`src/rtl/fpu_mul_seq.sv`:
```
// Multi-cycle FP32 multiplier with valid/ready handshakes, flush-to-zero and round-to-nearest-even.
// Define FPU_MUL_RADIX4_EN for a 2-bit-per-cycle multiply loop (12 iterations instead of 24).
module fpu_mul_seq (
  input  logic        clk,
  input  logic        rst_n,
  input  logic        in_valid,
  output logic        in_ready,
  input  logic [31:0] a,
  input  logic [31:0] b,
  output logic        out_valid,
  input  logic        out_ready,
  output logic [31:0] result,
  output logic        error,
  output logic        overflow,
  output logic        underflow
);

`ifdef FPU_MUL_RADIX4_EN
  localparam int N = 12;
`else
  localparam int N = 24;
`endif

  typedef enum logic [1:0] {IDLE, MUL, ROUND, DONE} state_t;

  state_t      state_reg;
  logic        sign_reg;
  logic [7:0]  ea_reg, eb_reg;
  logic [47:0] mcand_reg, prod_reg;
  logic [23:0] mplier_reg;
  logic [4:0]  cnt_reg;
`ifdef FPU_MUL_RADIX4_EN
  logic [47:0] mcand3_reg;
`endif

  assign in_ready = (state_reg == IDLE) && rst_n;

  // Operand classification, index 0 = a, index 1 = b
  logic [1:0][30:0] ops;
  logic [1:0]       is_zero, is_inf, is_nan;
  genvar gi;
  assign ops = {b[30:0], a[30:0]};
  generate
    for (gi = 0; gi < 2; gi++) begin : g_class
      assign is_zero[gi] = (ops[gi][30:23] == 8'd0);
      assign is_inf[gi]  = (ops[gi][30:23] == 8'hFF) && (ops[gi][22:0] == 23'd0);
      assign is_nan[gi]  = (ops[gi][30:23] == 8'hFF) && (ops[gi][22:0] != 23'd0);
    end
  endgenerate

  logic        sign_in, special_in, spec_nan;
  logic [31:0] spec_result;
  logic [23:0] ma, mb;
  assign sign_in    = a[31] ^ b[31];
  assign special_in = (|is_zero) | (|is_inf) | (|is_nan);
  assign spec_nan   = (|is_nan) | (is_inf[0] & is_zero[1]) | (is_inf[1] & is_zero[0]);
  assign ma         = {1'b1, a[22:0]};
  assign mb         = {1'b1, b[22:0]};

  always_comb begin
    spec_result = {sign_in, 31'd0};
    if (spec_nan)
      spec_result = 32'h7FC0_0000;
    else if (|is_inf)
      spec_result = {sign_in, 8'hFF, 23'd0};
  end

  // One shift-add step of the multiply loop
  logic [47:0] addend, prod_next;
  always_comb begin
    addend = 48'd0;
`ifdef FPU_MUL_RADIX4_EN
    case (mplier_reg[1:0])
      2'd1:    addend = mcand_reg;
      2'd2:    addend = {mcand_reg[46:0], 1'b0};
      2'd3:    addend = mcand3_reg;
      default: addend = 48'd0;
    endcase
`else
    if (mplier_reg[0])
      addend = mcand_reg;
`endif
  end
  assign prod_next = prod_reg + addend;

  // Normalize, round to nearest even, range check
  logic signed [9:0] exp_sum, exp_adj, exp_fin;
  logic [23:0] mant;
  logic        guard_bit, sticky_bit, round_up;
  logic [24:0] mant_rnd;
  logic [22:0] frac_fin;
  logic        ovf, unf;
  logic [31:0] norm_result;

  assign exp_sum = $signed({2'b00, ea_reg}) + $signed({2'b00, eb_reg}) - 10'sd127;

  always_comb begin
    mant       = prod_reg[46:23];
    guard_bit  = prod_reg[22];
    sticky_bit = |prod_reg[21:0];
    exp_adj    = exp_sum;
    if (prod_reg[47]) begin
      mant       = prod_reg[47:24];
      guard_bit  = prod_reg[23];
      sticky_bit = |prod_reg[22:0];
      exp_adj    = exp_sum + 10'sd1;
    end
    round_up = guard_bit & (sticky_bit | mant[0]);
    mant_rnd = {1'b0, mant} + {24'd0, round_up};
    exp_fin  = exp_adj;
    frac_fin = mant_rnd[22:0];
    if (mant_rnd[24]) begin
      exp_fin  = exp_adj + 10'sd1;
      frac_fin = mant_rnd[23:1];
    end
    ovf = (exp_fin >= 10'sd255);
    unf = (exp_fin <= 10'sd0);
    if (ovf)
      norm_result = {sign_reg, 8'hFF, 23'd0};
    else if (unf)
      norm_result = {sign_reg, 31'd0};
    else
      norm_result = {sign_reg, exp_fin[7:0], frac_fin};
  end

  always_ff @(posedge clk) begin
    if (!rst_n) begin
      state_reg <= IDLE;
      cnt_reg   <= 5'd0;
      result    <= 32'd0;
      error     <= 1'b0;
      overflow  <= 1'b0;
      underflow <= 1'b0;
      out_valid <= 1'b0;
    end else begin
      case (state_reg)
        IDLE: begin
          if (in_valid) begin
            sign_reg   <= sign_in;
            ea_reg     <= a[30:23];
            eb_reg     <= b[30:23];
            mcand_reg  <= {24'd0, ma};
            mplier_reg <= mb;
            prod_reg   <= 48'd0;
            cnt_reg    <= 5'(N - 1);
`ifdef FPU_MUL_RADIX4_EN
            mcand3_reg <= {24'd0, ma} + {23'd0, ma, 1'b0};
`endif
            if (special_in) begin
              // out_valid follows one edge later from DONE
              result    <= spec_result;
              error     <= spec_nan;
              overflow  <= 1'b0;
              underflow <= 1'b0;
              state_reg <= DONE;
            end else begin
              state_reg <= MUL;
            end
          end
        end
        MUL: begin
          prod_reg <= prod_next;
`ifdef FPU_MUL_RADIX4_EN
          mcand_reg  <= {mcand_reg[45:0], 2'b00};
          mcand3_reg <= {mcand3_reg[45:0], 2'b00};
          mplier_reg <= {2'b00, mplier_reg[23:2]};
`else
          mcand_reg  <= {mcand_reg[46:0], 1'b0};
          mplier_reg <= {1'b0, mplier_reg[23:1]};
`endif
          if (cnt_reg == 5'd0)
            state_reg <= ROUND;
          else
            cnt_reg <= cnt_reg - 5'd1;
        end
        ROUND: begin
          result    <= norm_result;
          error     <= 1'b0;
          overflow  <= ovf;
          underflow <= unf & ~ovf;
          out_valid <= 1'b1;
          state_reg <= DONE;
        end
        DONE: begin
          if (!out_valid) begin
            out_valid <= 1'b1;
          end else if (out_ready) begin
            out_valid <= 1'b0;
            state_reg <= IDLE;
          end
        end
        default: state_reg <= IDLE;
      endcase
    end
  end

endmodule

```
`config.mk`:
```
export PLATFORM = sky130hd
export DESIGN_NAME = fpu_mul_seq
export DESIGN_NICKNAME = d
export VERILOG_FILES = /design/src/rtl/fpu_mul_seq.sv
export SDC_FILE = /design/constraint.sdc
export NUM_CORES = 1
export LEC_CHECK = 0
export ABC_CLOCK_PERIOD_IN_PS = 13490
export CAP_MARGIN = 15
export CORE_ASPECT_RATIO = 1.75
export CORE_UTILIZATION = 45
export CTS_CLUSTER_SIZE = 12
export DETAILED_ROUTE_END_ITERATION = 12
export PLACE_DENSITY = 0.7
export SLEW_MARGIN = 25
export SYNTH_ARGS = -nofsm -noshare
export SYNTH_HDL_FRONTEND = slang
export SYNTH_SLANG_ARGS = --single-unit
```
`constraint.sdc`:
```
create_clock -name clk -period 13.49 [get_ports clk]
set_input_delay 1.349 -clock clk [delete_from_list [all_inputs] [get_ports clk]]
set_output_delay 1.349 -clock clk [all_outputs]
set_load 0.01 [all_outputs]
```
==> results of run 1 <==
metal layers:
layer  track usage [%]  up-vias  wire [um]
met5                 0        -          0
met4              9.00        0        751
met3              2.83       45        702
met2              39.8      155      15100
met1              21.4     4402      10800
li1                  -     4691          -
final cells by class:
| class | count | area (sq um) |
|---|---|---|
| fillers | 2402 | 12500 |
| multi-input cells | 952 | 6790 |
| flip-flops and latches | 180 | 4970 |
| repair buffers | 111 | 1090 |
| clock buffers | 20 | 457 |
| well taps | 324 | 405 |
| clock inverters | 12 | 179 |
| inverters | 38 | 143 |
cell usage in the layout, fill, tap and decap left out, types with 16 or more instances in the layout:
cell / count
nor3_1: 19
nor2b_1: 20
clkdlybuf4s50_1: 104
and2_1: 90
a21o_1: 37
dfxtp_1: 43
a22o_1: 18
xor2_1: 35
xnor2_1: 42
mux2_2: 48
nand2b_1: 16
ha_1: 71
o21ai_0: 46
nand3_1: 29
nor4_1: 21
a21oi_1: 68
nor2_1: 83
clkbuf_16: 17
inv_1: 38
edfxtp_1: 137
mux2i_1: 21
nand4_1: 20
nand2_1: 88
power groups by stage:
stage / Combinational [uW] / Clock (uW) / Sequential [uW]
floorplan: 899 / 0 / 842
global placement: 1110 / 0 / 858
detailed placement: 1120 / 0 / 862
CTS: 1130 / 544 / 851
global route: 1260 / 563 / 864
finish: 1130 / 533 / 850
how the worst min path moves through the flow:
stage,from,end,cells past startpoint
finish,result[20],result[20],2
detailed placement,result[20],result[20],2
global placement,result[18],result[18],2
floorplan,cnt_reg[4],cnt_reg[4],2
CTS,result[20],result[20],2
global route,result[0],result[0],2
stage by stage:
| step | power [uW] | cell area, sq um | worst slack, ns |
|---|---|---|---|
| after global placement | 1970 | 13400 | 8.68 |
| after CTS | 2520 | 14000 | 8.58 |
| after detailed placement | 1990 | 13400 | 8.61 |
| after floorplan | 1740 | 12100 | 5.96 |
| after global routing | 2680 | 14000 | 8.23 |
| final | 2510 | 14000 | 8.62 |
critical path: stages, from the launching register on:
cell       delay [ns]
edfxtp_1         0.35
buf_4            0.30
inv_1            0.39
or4_1            0.18
o221a_2          0.16
ha_1             0.16
ha_1             0.20
nand4_1          0.16
nor4_4           0.46
nand4_2          0.30
a2111oi_2        0.60
a211oi_1         0.10
a311o_1          0.36
a31oi_1          0.38
and4_1           0.49
a22o_1           0.18
logic make-up after synthesis:
group | synth area share, %
AND/OR/NAND/NOR | 20.3
AO/OA/AOI/OAI | 16.1
flip-flops | 41.0
buffers and inverters | 3.08
XOR/XNOR | 5.56
adder cells (fa/ha/maj) | 7.76
multiplexers | 6.19
==> flow_summary.ini, run 1 <==
[placed_design]
gp_congestion = 0.867
dp.cells = 1605
dp.final_hpwl_um = 20900
io_buffers = 104

[floorplanning]
rows = 79
design.core.area_sq_mm = 0.0265
die_width_um = 126
start_util_pct = 45.8
die_h_um = 219
pin_count = 105
die_area_sq_mm = 0.0276

[timing]
period_minus_slack_ns = 4.87
rsz0062_at_grt = no
drv_slew = 0
fmax_mhz = 205
skew_ns = 0.0101
finalHoldViolations = 0
max_slew_margin_pct = 38.7
hold_slack_ns = 0.445
setup_viol = 0
final.setup.tns_ns = 0
finalCritPeriodShare_pct = 36.1
worst_pin_slew_ns = 0.920

[job]
cap_violations = 0

[detailed_routing]
drc_errors = 0
drt-wirelength-per-cell_um = 16.8
num_vias = 9293
drt-vias-per-instance = 5.68
routed_wl_um = 27400
firstDrtPassIters = 5
ant_nets = 0
drt_iter0_markers = 409

[clock_network]
cts_buffers = 17
worstSkewPairLatency_ns = 0.45
cts_buffer_depth = 2
clkSinkCount = 180
post_cts.repair.setup_buffers = 0
cts_max_level = 4
clk_root_buffer_cell = clkbuf_16
clk_pin_slew_ns = 0.07
cts-hold-fix-buffers = 0
cts_tree = yes
post_cts_resized = 0

[critical_path]
start_kind = flip-flop
cp.required_ns = 13.88
reg2reg_from = prod_reg[47]
rr_worst_depth = 15
criticalPathCategory = reg2reg
endpoint = result[9]
timing.rr.end = result[9]
arrival_ns = 5.26
end_kind = flip-flop
crit_start = prod_reg[47]
reg2reg_slack_ns = 8.62
cp_max_fo = 54

[grt]
grt_use_total_pct = 20.4
antenna_found_initial = 0
grt_start_max_net_pins = 84
grt_pass1_wl_um = 44700
grt_pass1_vias = 9300
grt_overflow_total = 0

[logic_synthesis]
synth_area_leaders = edfxtp_1 (34%), ha_1 (7.4%), dfxtp_1 (7.1%), and2_1 (4.6%), mux2_2 (4.5%)
netlist_instances = 1221
synth_most_common_cell = edfxtp_1
ys_seq_area_share_pct = 41.0
ys.flop_type = edfxtp_1
yosysWarnings = 0
syn_nets = 1363
ys_types = 85
yosys-top-cells-count = edfxtp_1 (137), and2_1 (90), nand2_1 (88), nor2_1 (83), ha_1 (72)
async_reset_ff_share_pct = 0
synth.largest_area_cell = edfxtp_1
ys_ff_latch = 180
syn-cell-area_sq_mm = 0.0121
avgSynthCellArea_sq_um = 9.93
synth_edf_count = 137
synth_top_area_share_pct = 33.9

[finish]
area_growth_syn_to_layout_pct = 15.8
instances_no_fill = 1637
fin_util_pct = 53.0
nNetsFinal = 1442
drive_gt1_share_pct = 8.68
antenna_cells = 0

[pwr]
p_leak_uw = 0.00535
power_frac_seq_pct = 33.9
powerDensity_mw_per_mm2 = 179
p_clk_share_pct = 21.3
switchingPower_uw = 943
peakVddDrop_v = 0.000106
switching_share_pct = 37.6
pwr-share-comb_pct = 44.9
internal-power_uw = 1570

[outcome]
status = completed

[hold_path]
hold_class = reg2reg
No activity file was read; power rests on OpenSTA's default activity.
==> run 2: changes to the inputs <==
Settings changed: ABC_CLOCK_PERIOD_IN_PS 13490 to 4930.
Clock period 13.49 ns to 4.93 ns, I/O delays scaled along.
==> run 2 against run 1 <==
Effect of this change:
- register-to-register slack worse by 8.4 ns
- setup slack got worse by 8.4 ns
- routed wire length grew 3.6%
- first-iteration DRC count rose by 26%
- cell area grew 0.47%
- die area stayed put
- final cell count is 0.31% higher
- clock-buffer cell count shrank 1
- sequential power grew to 2.7 times the previous value
==> flow_summary.ini, run 2 (synthesis gave the netlist of run 1 again) <==
[critical_path]
start_kind = flip-flop
cpPeakStageDelay_ns = 0.62
rr_worst_depth = 13
crit_chain = ha_1 > ha_1 > fa_1 > nand4b_1 > a211oi_1 > nor4b_2 > nor3b_2 > nor2_1 > or4_4 > a211oi_4 > nor4_4 > and2_1 > a32o_1
criticalPathCategory = reg2reg
arrival_ns = 5.02
reg2reg_from = ea_reg[1]
slowest_stage = fa_1
end_kind = flip-flop
crit_top_cell = ha_1
cp.required_ns = 5.27
cp_max_fo = 9
reg2reg_slack_ns = 0.25
timing.rr.end = result[1]

[timing]
finalCritPeriodShare_pct = 94.8
hold_slack_ns = 0.444
skew_ns = 0.0115
fmax_mhz = 214
max_slew_margin_pct = 42.2
drv_slew = 0
worst_pin_slew_ns = 0.868
setup_viol = 0
period_minus_slack_ns = 4.68
final.setup.tns_ns = 0
finalHoldViolations = 0

[hold_path]
min_from = result[20]
hold_depth = 2
hold_class = reg2reg
hold_end = result[20]

[finish]
drive_gt1_share_pct = 9.18
nNetsFinal = 1447
fillerInstances = 2448
final_common_cell = edfxtp_1
area_growth_syn_to_layout_pct = 16.3
antenna_cells = 0
final_cell_mix = edfxtp_1 (137), clkdlybuf4s50_1 (104), and2_1 (90), nand2_1 (88), nor2_1 (83)

[detailed_routing]
ant_nets = 0
routed_wl_um = 28400
drt-vias-per-instance = 5.76
firstDrtPassIters = 4
drt-wirelength-per-cell_um = 17.3
drt_iter0_markers = 514
drc_errors = 0
num_vias = 9457

[pwr]
powerDensity_mw_per_mm2 = 492
peakVddDrop_v = 0.000295
p_leak_uw = 0.00539

[grt]
grt_overflow_total = 0
antenna_found_initial = 1
grt_pass1_wl_um = 46100
grt_start_max_net_pins = 79
grt_use_total_pct = 21.3
grt_pass1_vias = 9645

[clock_network]
clk_pin_slew_ns = 0.07
post_cts.repair.setup_buffers = 0
worstSkewPairLatency_ns = 0.46
cts-hold-fix-buffers = 0
cts_tree = yes
cts_max_level = 4
clkSinkCount = 180
clk_root_buffer_cell = clkbuf_16
cts_buffers = 17
cts_buffer_depth = 2

[floorplanning]
rows = 79
pin_count = 105
die_h_um = 219
die_width_um = 126
design.core.area_sq_mm = 0.0265
die_area_sq_mm = 0.0276
start_util_pct = 45.8

[placed_design]
io_buffers = 104
dp.final_hpwl_um = 21800
gp_congestion = 0.905

[job]
cap_violations = 0

[outcome]
status = completed
==> run 2: worst max path at each step <==
stage | from | endpoint | cells past startpoint
global route | ea_reg[1] | result[1] | 13
global placement | ea_reg[1] | result[1] | 13
floorplan | prod_reg[47] | result[1] | 19
CTS | ea_reg[1] | result[1] | 13
detailed placement | ea_reg[1] | result[1] | 13
finish | ea_reg[1] | result[1] | 13
==> run 2: layout make-up <==
class	instances	area, sq um	area share [%]
Inverter	38	143	1.01
Timing Repair Buffer	116	1140	8.11
Sequential cell	180	4970	35.3
Clock buffer	19	443	3.14
Clock inverter	13	196	1.39
Tap cell	324	405	2.87
Multi-Input combinational cell	952	6800	48.2
==> run 2: layer usage <==
layer | track usage, % | up-vias | routed length (um)
met4 | 12.3 | 2 | 1160
met1 | 20.8 | 4514 | 10600
met5 | 0 | - | 13
met2 | 41.5 | 175 | 15800
li1 | - | 4694 | -
met3 | 3.63 | 72 | 830
==> run 2: critical path, delay by kind of cell (launching register included) <==
kind,cells,cell delay [ns]
AOI/OAI and AO/OA,3,0.97
and+or+nand+nor,7,2.03
adders and majority gates,3,1.16
DFF,1,0.37
==> run 2: report_power, final <==
part	leakage (uW)	switching, uW	internal [uW]
sequential	0.00164	221	2110
clock	0.000310	615	871
combinational	0.00344	1810	1320
==> run 2: per-stage QoR <==
stage	power, uW	cells	area, sq um	util (%)	worst slack, ns
4_1_cts	6980	1642	14100	53.2	0.195
3_5_place_dp	5480	1610	13500	50.8	0.217
3_3_place_gp	5410	1610	13500	50.8	0.351
6_report	6940	1642	14100	53.2	0.254
5_1_grt	7420	1642	14100	53.2	-0.000180
2_1_floorplan	4750	1221	12100	-	0.0825
==> run 2: repair_timing <==
item / CTS / global route
endpoints found under the setup margin: 0 / 19
gates resized for setup: 0 / 2
endpoints found under the hold margin: 0 / 0
